[config.mk]
export PLATFORM = sky130hd
export DESIGN_NAME = mem_1r1w_init
export DESIGN_NICKNAME = d
export VERILOG_FILES = /design/src/rtl/mem_pkg.sv /design/src/rtl/mem_init_seq.sv /design/src/rtl/mem_1r1w_init.sv
export SDC_FILE = /design/constraint.sdc
export NUM_CORES = 1
export LEC_CHECK = 0
export BUFFER_PORTS_ARGS = -buffer_cell sky130_fd_sc_hd__clkbuf_2
export CAP_MARGIN = 15
export CORE_ASPECT_RATIO = 1.5
export CORE_UTILIZATION = 38
export CTS_BUF_LIST = sky130_fd_sc_hd__clkbuf_8
export DETAILED_ROUTE_END_ITERATION = 6
export SYNTH_ARGS = -nofsm -noshare
export SYNTH_HDL_FRONTEND = slang
export SYNTH_SLANG_ARGS = --single-unit
[constraint.sdc]
create_clock -name clock -period 8.1 [get_ports clock]
set_input_delay 0.405 -clock clock [delete_from_list [all_inputs] [get_ports clock]]
set_output_delay 0.405 -clock clock [all_outputs]
set_load 0.01 [all_outputs]
[src/rtl/mem_pkg.sv]
// Shared types for the 1R1W memory with power-up initialisation sweep.
// MEM_1R1W_BYPASS_EN selects new-data read-during-write behaviour.
package mem_pkg;

  typedef enum logic {
    INIT  = 1'b0,
    READY = 1'b1
  } mem_init_state_e;

`ifdef MEM_1R1W_BYPASS_EN
  localparam bit RDW_NEW_DATA = 1'b1;
`else
  localparam bit RDW_NEW_DATA = 1'b0;
`endif

endpackage

[src/rtl/mem_init_seq.sv]
// Initialisation sequencer: sweeps every address once after reset, then
// holds READY. The memory array itself lives in the parent.
module mem_init_seq
  import mem_pkg::*;
#(
  parameter int unsigned DEPTH  = 128,
  parameter int unsigned ADDR_W = $clog2(DEPTH)
) (
  input  logic              i_clock,
  input  logic              i_reset_n,
  output logic [ADDR_W-1:0] o_sweep_addr,
  output logic              o_sweep_we,
  output logic              o_init_done
);

  mem_init_state_e   r_state;
  mem_init_state_e   w_state_nxt;
  logic [ADDR_W-1:0] r_cnt;
  logic [ADDR_W-1:0] w_cnt_nxt;
  logic              w_we;
  logic              w_done;
  logic              w_last;

  assign w_last = (32'(r_cnt) == DEPTH - 1);

  always_ff @(posedge i_clock) begin
    if (!i_reset_n) begin
      r_state <= INIT;
      r_cnt   <= '0;
    end else begin
      r_state <= w_state_nxt;
      r_cnt   <= w_cnt_nxt;
    end
  end

  always_comb begin
    w_state_nxt = r_state;
    w_cnt_nxt   = r_cnt;
    w_we        = 1'b0;
    w_done      = 1'b0;
    case (r_state)
      INIT: begin
        w_we = 1'b1;
        if (w_last) begin
          w_state_nxt = READY;
          w_cnt_nxt   = '0;
        end else begin
          w_cnt_nxt = r_cnt + 1'b1;
        end
      end
      READY: begin
        w_done = 1'b1;
      end
      default: begin
        w_state_nxt = INIT;
        w_cnt_nxt   = '0;
      end
    endcase
  end

  // Suppress the sweep write on a reset edge so reset never touches the array.
  assign o_sweep_we   = w_we & i_reset_n;
  assign o_sweep_addr = r_cnt;
  assign o_init_done  = w_done;

endmodule

[src/rtl/mem_1r1w_init.sv]
// One-read/one-write bit-masked memory with a post-reset INIT_VAL sweep.
// Define MEM_1R1W_BYPASS_EN for new-data same-address read-during-write.
module mem_1r1w_init
  import mem_pkg::*;
#(
  parameter int unsigned      WIDTH    = 1,
  parameter int unsigned      DEPTH    = 128,
  parameter logic [WIDTH-1:0] INIT_VAL = '0,
  localparam int unsigned     ADDR_W   = $clog2(DEPTH)
) (
  input  logic              clock,
  input  logic              reset_n,
  input  logic              R0_en,
  input  logic [ADDR_W-1:0] R0_addr,
  output logic [WIDTH-1:0]  R0_data,
  output logic              R0_valid,
  input  logic              W0_en,
  input  logic [ADDR_W-1:0] W0_addr,
  input  logic [WIDTH-1:0]  W0_data,
  input  logic [WIDTH-1:0]  W0_mask,
  output logic              init_done
);

  logic [WIDTH-1:0]  r_mem [DEPTH];
  logic [ADDR_W-1:0] w_sweep_addr;
  logic              w_sweep_we;
  logic              w_init_done;
  logic              w_wr_in_range;
  logic              w_rd_in_range;
  logic              w_user_we;
  logic              w_rd_acc;
  logic [WIDTH-1:0]  w_wr_merged;
  logic [WIDTH-1:0]  w_rd_word;
  logic [WIDTH-1:0]  r_rd_data;
  logic              r_rd_valid;

  mem_init_seq #(
    .DEPTH  (DEPTH),
    .ADDR_W (ADDR_W)
  ) u_init_seq (
    .i_clock      (clock),
    .i_reset_n    (reset_n),
    .o_sweep_addr (w_sweep_addr),
    .o_sweep_we   (w_sweep_we),
    .o_init_done  (w_init_done)
  );

  assign w_wr_in_range = (32'(W0_addr) < DEPTH);
  assign w_rd_in_range = (32'(R0_addr) < DEPTH);
  assign w_user_we     = reset_n & w_init_done & W0_en & w_wr_in_range;
  assign w_rd_acc      = w_init_done & R0_en;
  assign w_wr_merged   = (r_mem[W0_addr] & ~W0_mask) | (W0_data & W0_mask);

`ifdef MEM_1R1W_BYPASS_EN
  logic w_fwd_hit;
  assign w_fwd_hit = RDW_NEW_DATA && W0_en && (W0_addr == R0_addr);
  assign w_rd_word = !w_rd_in_range ? '0 :
                     (w_fwd_hit ? w_wr_merged : r_mem[R0_addr]);
`else
  assign w_rd_word = w_rd_in_range ? r_mem[R0_addr] : '0;
`endif

  // Sweep and user port are mutually exclusive: user writes need READY.
  always_ff @(posedge clock) begin
    if (w_sweep_we) begin
      r_mem[w_sweep_addr] <= INIT_VAL;
    end else if (w_user_we) begin
      r_mem[W0_addr] <= w_wr_merged;
    end
  end

  always_ff @(posedge clock) begin
    if (!reset_n) begin
      r_rd_valid <= 1'b0;
      r_rd_data  <= '0;
    end else begin
      r_rd_valid <= w_rd_acc;
      if (w_rd_acc) begin
        r_rd_data <= w_rd_word;
      end
    end
  end

  assign R0_data   = r_rd_data;
  assign R0_valid  = r_rd_valid;
  assign init_done = w_init_done;

endmodule
* Yosys cells after proc, flatten, opt, wreduce, memory -nomap -nowiden
Memories as Yosys holds them, arrays and structs flattened. A register that Yosys moved wholly into a read port is not among the register bits.
Cells that the tools add are included.
** Operators by class
- Reductions and logical operators :: 2
- Add/sub/neg operators :: 1
- Mux-type cells :: 13
- Bitwise gates (word level) :: 8
- Eq/ne operators :: 1
** Operators with widths (count)
- two-way mux 7 bit :: 2
- two-way mux 1 bit :: 11
- adder 7 x 1 -> 7 bit (second input constant) :: 1
- equality test 7 bit (second input constant) :: 1
- AND 1 bit :: 6
- zero test 1 bit :: 1
- NOT 1 bit :: 1
- OR 1 bit :: 1
- OR reduction 1 bit :: 1
** Word-level totals
- Output and inout bits :: 3
- Word-level logic and storage cells :: 29
- Bits of input ports :: 20
- Memories :: 1
- Bits in writable memories :: 128
- Register bits :: 9
** Memory list
- r_mem :: words 128, width 1, read ports 2, clocked after memory_dff 1, wr ports 1, RTL line mem_1r1w_init.sv:24 : logic [WIDTH-1:0] r_mem [DEPTH];

* Depth between registers and ports, before layout
Gate-level depths: netlist of run 1.
- Word-level depth :: 8
- Gate-level depth with buffers :: 10
- Mapped depth without buffers :: 6

* Cells and area by module
A second synthesis of run 1 with hierarchy kept.
** Second synthesis, totals
- Cells, all modules :: 569
- Area total of the unflattened synthesis :: 7439.6 sq um
** Modules (own cells, without submodules)
- mem_1r1w_init :: sequential area each 3883.7 sq um, cells an instance 527, instances 1, area an instance 7083.0 sq um
- mem_init_seq :: sequential area each 160.2 sq um, cells an instance 42, instances 1, area an instance 356.6 sq um

* Least setup slack after synthesis of run 1
No wires, ideal clock.
- Kind :: input to register
- Start :: input W0_addr[1]
- End :: memory r_mem[0], data pin
- Buffers on the path :: 2
- Library setup time :: 953 ps
- Data required time :: 7147 ps
- Cell stages on the path :: 8
- Arrival :: 5525 ps
- Path slack :: 1621 ps
- Cell sequence :: buf_4 -> buf_4 -> nand2b_1 -> o22ai_1 -> a221oi_1 -> o21ai_0 -> or4_1 -> a32oi_1
** On the way
- Word-level cells in the longest chain between the ends :: 4
** Ends and longest elaborated chain
- start: declaration :: RTL line mem_1r1w_init.sv:18 : input logic [ADDR_W-1:0] W0_addr,
- memory read (128 x 1 bit)
- AND 1 bit :: RTL line mem_1r1w_init.sv:52 : assign w_wr_merged = (r_mem[W0_addr] & ~W0_mask) | (W0_data & W0_mask);
- OR 1 bit :: RTL line mem_1r1w_init.sv:52
- two-way mux 1 bit (no line)
- end: declaration :: RTL line mem_1r1w_init.sv:24
No other way between the ends.

* Worst setup path in the final report of run 1
- Start :: register u_init_seq.r_state
- End :: memory r_mem[106], data pin
** On the way
- Word-level cells in the longest chain between the ends :: 8
- Elaborated cells between the ends (all ways) :: 10
- Those cells by class :: mux: 6; bitwise: 3; reduce/logical: 1
** Ends and longest elaborated chain
- start: declaration :: RTL line mem_init_seq.sv:16 : mem_init_state_e r_state;
- start signal: assignment :: RTL line mem_init_seq.sv:31 : r_state <= w_state_nxt;
- two-way mux 1 bit :: RTL line mem_init_seq.sv:41 : case (r_state)
- AND 1 bit (2 in series) :: RTL line mem_1r1w_init.sv:50 : assign w_user_we = reset_n & w_init_done & W0_en & w_wr_in_range;
- two-way mux 1 bit :: RTL line mem_1r1w_init.sv:67 : end else if (w_user_we) begin
- two-way mux 1 bit (*) :: RTL line mem_1r1w_init.sv:65 : if (w_sweep_we) begin
- two-way mux 1 bit (implied by the code) (*) :: RTL line mem_1r1w_init.sv:68 : r_mem[W0_addr] <= w_wr_merged;
- OR reduction 1 bit (no line) (*)
- two-way mux 1 bit (no line) (*)
Every way passes the cells marked *; elsewhere a longest branch is shown, timed or not.

==> results.md, run 1 <==
- Post-Route WL: 19.8 mm
- Initial Util: 38.7%
- Net Sw Frac: 24.3%
- Slowest cell on crit path: a32oi_4
- Hold Crit Class: in -> reg
- Comb pwr share: 7.8%
- Sw power: 346 µW
- CP Launch Type: flip-flop
- Ys Warns: 0
- Die ar.: 20000 µm²
- Critical path type: reg -> reg
- Critical Path Sink Type: flip-flop
- Power density cells: 177 nW/µm²
- Row Count: 62
- Final Slew Violations: 0
- # port buffers: 22
- CP Data Required Time: 8260 ps
- CTS tree: yes
- Worst Setup Slack, final: 4230 ps
- Max IR drop VDD: 0.0000915 V
- Num ports: 23
- Total track usage: 20.9%
- Worst skew pair latency: 450 ps
- Max-cap check violation count: 0
- Final cell count without fillers: 855
- Synth cell types: 48
- DRC: 0
- Cell leakage power: 0.00273 µW
- GP Congestion: 0.940
- H-tree level count: 4
- Rel. slew slack: 32.1%
- Crit path time final: 3870 ps
- Cts bufs inserted: 17
- Width of the die: 116 µm
- Avg Cell Area, Syn: 12.9 µm²
- Placed insts: 821
- Post-CTS setup buffer count: 0
- Data arrival, critical path: 4030 ps
- Critical path fanouts, max: 72
- Global-route wire length before repair: 29.7 mm
- Clock Power Share: 38.2%
- Final setup viols: 0
- Measured slew at the worst slew-check pin: 1020 ps
- Final Net Count: 607
- Flop pwr share: 54.0%
- Synth Instances: 573
- Final Skew: 13.6 ps
- Layout cells sized above 1: 19.5%
- Asr flop ratio synth: 0%
- Gates resized, CTS repair: 0
- Clock slew seen by the registers of the worst setup and hold paths: 80 ps
- Run status: finished clean
- Final hold vios: 0
- CP bufs+invs: 1
- Cell chosen for the clock root: clkbuf_8
- Antenna-violating nets left: 0
- Share of the synthesized area in the top cell type: 52.1%
- CTS max path bufs: 2
- Internal: 1080 µW
- Sequential area share after synthesis: 54.8%
- Seq cells post-synth: 138
- DIE HEIGHT: 173 µm
- Drt wl/cell: 23.2 µm
- Crit-path cells: nand3_1, a21oi_1, nand2_1, or4_1, a32oi_4, buf_4
- Hold Path Depth: 2
- Reg2reg path depth: 6
- Pre-Repair DR Iteration Count: 5
- Vias in the first global route: 5181
- DP HPWL: 13.5 mm
- Inserted Diodes: 0
- Initial antenna violation count: 0
- Predominant post-synthesis flop cell: edfxtp_1
- Vias: 5079
- Synth area leaders: edfxtp_1 (52%), mux4_2 (16%), nor2_1 (7.1%), mux2i_1 (3.8%), dfxtp_1 (2.7%)
- Core ar.: 19100 µm²
- Largest net degree at the start of global routing: 73
- Crit share post-route: 47.8%
- Max Fclk: 258 MHz
- Worst path depth: 6
- Layout Utilization: 42.4%
- Syn nets: 594
- Mapped Area: 7380 µm²
- Sink Count: 138
- Area leader, netlist: edfxtp_1
- # fillers: 1791
- Detailed Route Iter0 Violations: 375
- Fin Setup TNS: 0 ps
- Gr ovfl total: 0
- Area growth syn-to-layout: 9.51%
- Delay of the slowest cell on the worst path: 730 ps
- Post-synth EDFFs: 128
- Setup WS pre-CTS: 3480 ps
- Via density: 5.94
- RSZ-0062 raised after global routing: false
- CP delay by family, top: simple AND/OR/NAND/NOR gates
- Total power: 1430 µW
- CTS Hold Bufs: 0
state kept, by name, summed over array words and instances, names as in the netlist:
register and flops:
R0_valid 1, R0_data 1, u_init_seq.o_sweep_addr 7, u_init_seq.r_state 1
r_mem 128
layer usage:
metal | global-route usage, % | part of all wire, % | vias up
met5 | 0 | 0 | -
met4 | 14.9 | 6.6 | 0
met1 | 22.0 | 34 | 2584
met3 | 4.94 | 6.1 | 63
met2 | 35.8 | 53 | 217
li1 | - | - | 2215
placed cells by master, fill, tap and decap left out, types with 4 or more instances in the layout:
cell type	netlist	final
edfxtp_1	128	128
mux4_1	6	6
nand3_1	23	23
nand2_1	46	46
inv_1	8	8
nor2b_1	9	9
clkbuf_8	0	17
dfxtp_1	10	10
mux2_2	4	4
nand3b_1	8	8
nor2_1	140	140
a21oi_1	10	10
mux2i_1	28	28
mux4_2	52	52
buf_4	8	4
o31ai_1	4	4
or3_1	4	4
a311oi_1	4	4
clkbuf_2	0	22
a211oi_1	5	5
o21ai_0	11	11
area by class of cell:
| type | count | area [µm²] | share of cell area, % |
|---|---|---|---|
| Clock buffer | 17 | 234 | 2.89 |
| Clock inverter | 15 | 149 | 1.84 |
| Inverter | 8 | 30.0 | 0.372 |
| Sequential cell | 138 | 4040 | 50.0 |
| Timing Repair Buffer | 28 | 173 | 2.14 |
| Tap cell | 256 | 320 | 3.96 |
| Multi-Input combinational cell | 393 | 3130 | 38.8 |
cell usage after synthesis, types with 9 or more instances:
library cell / number
a21oi_1: 10
clkbuf_1: 17
dfxtp_1: 10
edfxtp_1: 128
mux2i_1: 28
mux4_2: 52
nand2_1: 46
nand3_1: 23
nor2_1: 140
nor2b_1: 9
o21ai_0: 11
through the flow:
step           hold WS (ps)  area, µm²
3_3_place_gp            527       7670
6_report                198       8080
4_1_cts                 178       8050
3_5_place_dp            547       7670
2_1_floorplan           493       7380
5_1_grt                 199       8080
power groups by stage:
stage                     clock network [µW]  registers, µW  logic [µW]
after floorplan                            0            786        77.1
after global placement                     0            787         109
after detailed placement                   0            787         109
after CTS                                554            771         110
after global routing                     581            771         117
final                                    546            771         111
final timing paths:
kind	startpoint	end	slack, ps
min reg2reg	u_init_seq.o_sweep_addr[1]$_SDFFE_PN0N_	u_init_seq.o_sweep_addr[1]$_SDFFE_PN0N_	580
min	R0_addr[5]	R0_data$_SDFFE_PN0P_	200
max reg2reg	u_init_seq.r_state$_SDFF_PN0_	r_mem[106]$_DFFE_PP_	4230
max	u_init_seq.r_state$_SDFF_PN0_	r_mem[106]$_DFFE_PP_	4230
kinds of logic (layout without fill, tap and decap cells):
family / Yosys count / in the layout / share of synthesized area (%)
XOR/XNOR: 5 / 5 / 0.593
AND/OR/NAND/NOR: 244 / 244 / 14.1
buffers and inverters: 42 / 68 / 3.02
AO/OA/AOI/OAI: 53 / 53 / 4.88
adder cells (fa/ha/maj): 1 / 1 / 0.169
multiplexers: 90 / 90 / 22.4
flip-flops: 138 / 138 / 54.8
No activity file was read; power rests on OpenSTA's default activity.
==> inputs of run 2 (changes only) <==
--- a/config.mk
+++ b/config.mk
@@ -5,6 +5,7 @@
 export SDC_FILE = /design/constraint.sdc
 export NUM_CORES = 1
 export LEC_CHECK = 0
+export ABC_AREA = 1
 export BUFFER_PORTS_ARGS = -buffer_cell sky130_fd_sc_hd__clkbuf_2
 export CAP_MARGIN = 15
 export CORE_ASPECT_RATIO = 1.5
==> constraint.sdc (replaced) <==
create_clock -name clock -period 3.8 [get_ports clock]
set_input_delay 0.19 -clock clock [delete_from_list [all_inputs] [get_ports clock]]
set_output_delay 0.19 -clock clock [all_outputs]
set_load 0.01 [all_outputs]
==> run 2 against run 1 <==
Die area increased by 5.8%. First-iteration DRC count up 69%. Clock skew increased by 6.4 ps. Via count rose by 37%. Critical endpoint is now r_mem[108]$_DFFE_PP_. Highest routed layer unchanged.
==> results.md, run 2 <==
- Run status: finished clean
- Final Net Count: 1001 (+65%)
- Crit-path most repeated cell: inv_2
- CP Data Required Time: 3950 ps (-4310 ps)
- Predominant post-synthesis flop cell: edfxtp_1
- Hold_sp: reset_n
- Final setup viols: 0 (unchanged)
- Area leader, netlist: edfxtp_1
- Final hold vios: 0 (unchanged)
- Final Slew Violations: 0 (unchanged)
- Sink Count: 138 (unchanged)
- Crit path time final: 2630 ps (-1240 ps)
- Avg Cell Area, Syn: 7.97 µm² (-38%)
- Vias in the first global route: 6691 (+29%)
- Max-cap check violation count: 0 (unchanged)
- Num ports: 23 (unchanged)
- Reg-to-reg critical path startpoint: u_init_seq.r_state$_SDFF_PN0_
- Synth area leaders: edfxtp_1 (49%), nand2_1 (15%), nand3_1 (15%), nor2_1 (6.6%), dfxtp_1 (2.6%)
- Core ar.: 19900 µm² (+4.5%)
- Post-CTS setup buffer count: 0 (unchanged)
- Max Fclk: 380 MHz (+47%)
- Clock slew seen by the registers of the worst setup and hold paths: 80 ps (about the same)
- Hold worst-path end: R0_data$_SDFFE_PN0P_
- Crit-path cells: nand2_2, nor2_4, inv_2, o21ai_2, inv_2, nor3_2, nand2_1, nor2_1
- Worst R2R Setup Slack: 1170 ps (-3060 ps)
- CP Launch Type: flip-flop
- Top reg by flops: r_mem
- Via density: 5.54 (-6.7%)
- Measured slew at the worst slew-check pin: 929 ps (-89.0 ps)
- Top-count cell post-synth: nand2_1
- Crit share post-route: 69.3% (+22 points)
- Initial Util: 39.2% (+0.50 points)
- DRC: 0 (unchanged)
- CTS tree: yes
- Synth Area in Simple Gates: 40.5% (+26 points)
- Final cell count without fillers: 1253 (+47%)
- DP HPWL: 14.8 mm (+10%)
- CTS max path bufs: 2 (unchanged)
- Layout cells sized above 1: 11.2% (-8.4 points)
- Vias: 6947 (+37%)
- Synth Area in XOR/XNOR: 0.448% (-0.14 points)
- Drt wl/cell: 19.2 µm (-17%)
- Gr ovfl total: 0 (unchanged)
- Seq cells post-synth: 138 (unchanged)
- DIE HEIGHT: 178 µm (+2.9%)
- H-tree level count: 4 (unchanged)
- Max FFs per register: 128 (unchanged)
- Total track usage: 23.6% (+2.7 points)
- Largest net degree at the start of global routing: 87 (+19%)
- Cell chosen for the clock root: clkbuf_8
- Row Count: 63 (+1.6%)
- Data arrival, critical path: 2780 ps (-1250 ps)
- Synth cell count leaders: nand2_1 (317), nand3_1 (231), nor2_1 (137), edfxtp_1 (128), clkbuf_1 (30)
- Cts bufs inserted: 17 (unchanged)
- Mapped Area: 7810 µm² (+5.9%)
- Width of the die: 119 µm (+2.8%)
- Most common cell after layout, fill and taps aside: nand2_1
- Antenna-violating nets left: 0 (unchanged)
- Synth cell types: 32 (-33%)
- Synth Area in Compound Gates: 1.76% (-3.1 points)
- Syn nets: 1002 (+69%)
- Final Skew: 20.0 ps (+6.44 ps)
- Asr flop ratio synth: 0% (unchanged)
- Inserted Diodes: 0 (unchanged)
- Max IR drop VDD: 0.000217 V (+140%)
- Hold Path Depth: 4 (+2)
- # port buffers: 22 (unchanged)
- Fin Setup TNS: 0 ps (unchanged)
- Post-Route WL: 24.1 mm (+21%)
- Synth Instances: 981 (+71%)
- Main combinational cell family by area after synthesis: simple AND/OR/NAND/NOR gates
- Critical Path Sink Type: flip-flop
- Sequential area share after synthesis: 51.8% (-3.0 points)
- RSZ-0062 raised after global routing: false
- Met1 Use GR: 26.7% (+4.8 points)
- Detailed Route Iter0 Violations: 635 (+69%)
- Reg2reg path depth: 8 (+2)
- Initial antenna violation count: 0 (unchanged)
- Area growth syn-to-layout: 9.61% (about the same)
- Post-synthesis mux area share: 0% (-22 points)
- GR Util met2: 42.1% (+6.3 points)
- Adder-cell share of the synthesized area: 0.160% (-0.0094 points)
- Critical path fanouts, max: 13 (-82%)
- Met3 Use GR: 3.34% (-1.6 points)
- Die ar.: 21200 µm² (+5.8%)
- GP Congestion: 0.839 (-11%)
- Critical path type: reg -> reg
- Share of the synthesized area in the top cell type: 49.2% (-2.9 points)
- Delay of the slowest cell on the worst path: 590 ps (-140 ps)
- Global-route wire length before repair: 37.0 mm (+25%)
- Cell leakage power: 0.00321 µW (+18%)
- Post-synth EDFFs: 128 (unchanged)
- Ys Warns: 0 (unchanged)
- Worst skew pair latency: 470 ps (+20 ps)
- Slowest cell on crit path: nand2_1
- Hold Crit Class: in -> reg
- Gates resized, CTS repair: 0 (unchanged)
- Reg2reg end: r_mem[108]$_DFFE_PP_
- Power density cells: 391 nW/µm² (+120%)
- Commonest cells after routing, fill and taps aside: nand2_1 (317), nand3_1 (231), nor2_1 (137)
- Placed insts: 1220 (+49%)
- Rel. slew slack: 38.0% (+5.9 points)
- Pre-Repair DR Iteration Count: 7 (+2)
- GRT busiest layer: met2
-- run 2: what timing repair did --
action,CTS,global route
hold endpoints to repair,1,0
endpoints found under the setup margin,0,0
hold buffers,1,0
-- run 2: logic make-up (layout without fill, tap and decap cells) --
group | after synthesis | count (layout)
buf+inv | 95 | 107
simple gates | 727 | 727
flops | 138 | 138
compound gates | 16 | 16
xor+xnor | 4 | 4
fa+ha+maj | 1 | 1
-- run 2: per-layer routing --
metal  vias up  part of all wire, %
met1      3312                   39
met2       313                   51
met3        60                  5.8
li1       3262                    -
met5         -                    0
met4         0                  3.8
-- run 2: where the power goes --
part	total [µW]	switching (µW)	internal, µW
sequential	1640	4.38	1640
clock	1390	596	794
combinational	319	238	81.3
-- run 2: cell type report --
cell class | count | area [µm²]
Clock inverter | 14 | 205
Multi-Input combinational cell | 748 | 3360
Clock buffer | 18 | 248
Inverter | 38 | 143
Tap cell | 260 | 325
Fill cell | 1972 | 11400
Timing Repair Buffer | 37 | 238
Sequential cell | 138 | 4040
-- run 2: worst max-delay path by stage --
stage	start	end	slack, ps	depth (start not counted)
final	u_init_seq.r_state$_SDFF_PN0_	r_mem[108]$_DFFE_PP_	1170	8
after global routing	u_init_seq.r_state$_SDFF_PN0_	r_mem[32]$_DFFE_PP_	930	8
after CTS	u_init_seq.r_state$_SDFF_PN0_	r_mem[104]$_DFFE_PP_	1170	8
after detailed placement	W0_addr[0]	r_mem[22]$_DFFE_PP_	1170	14
after global placement	W0_addr[0]	r_mem[20]$_DFFE_PP_	1180	14
after floorplan	W0_addr[2]	r_mem[0]$_DFFE_PP_	900	11
-- run 2: through the flow --
step / instance area [µm²] / total power (µW) / setup slack [ps] / hold slack (ps) / util, %
after CTS: 8560 / 3360 / 1170 / 65.9 / 42.9
final: 8560 / 3350 / 1170 / 76.5 / 42.9
after floorplan: 7830 / 1880 / 905 / 332 / -
after global placement: 8100 / 1990 / 1180 / 445 / 40.6
after global routing: 8560 / 3430 / 930 / 83.8 / 42.9
after detailed placement: 8100 / 1990 / 1170 / 439 / 40.6
-- run 2: worst max-delay path, delay by kind of cell, from the launching register on --
family / cells / cell delay [ps]
AO/OA/AOI/OAI: 1 / 250
buffers and inverters: 2 / 240
flip-flops: 1 / 450
AND/OR/NAND/NOR: 5 / 1390
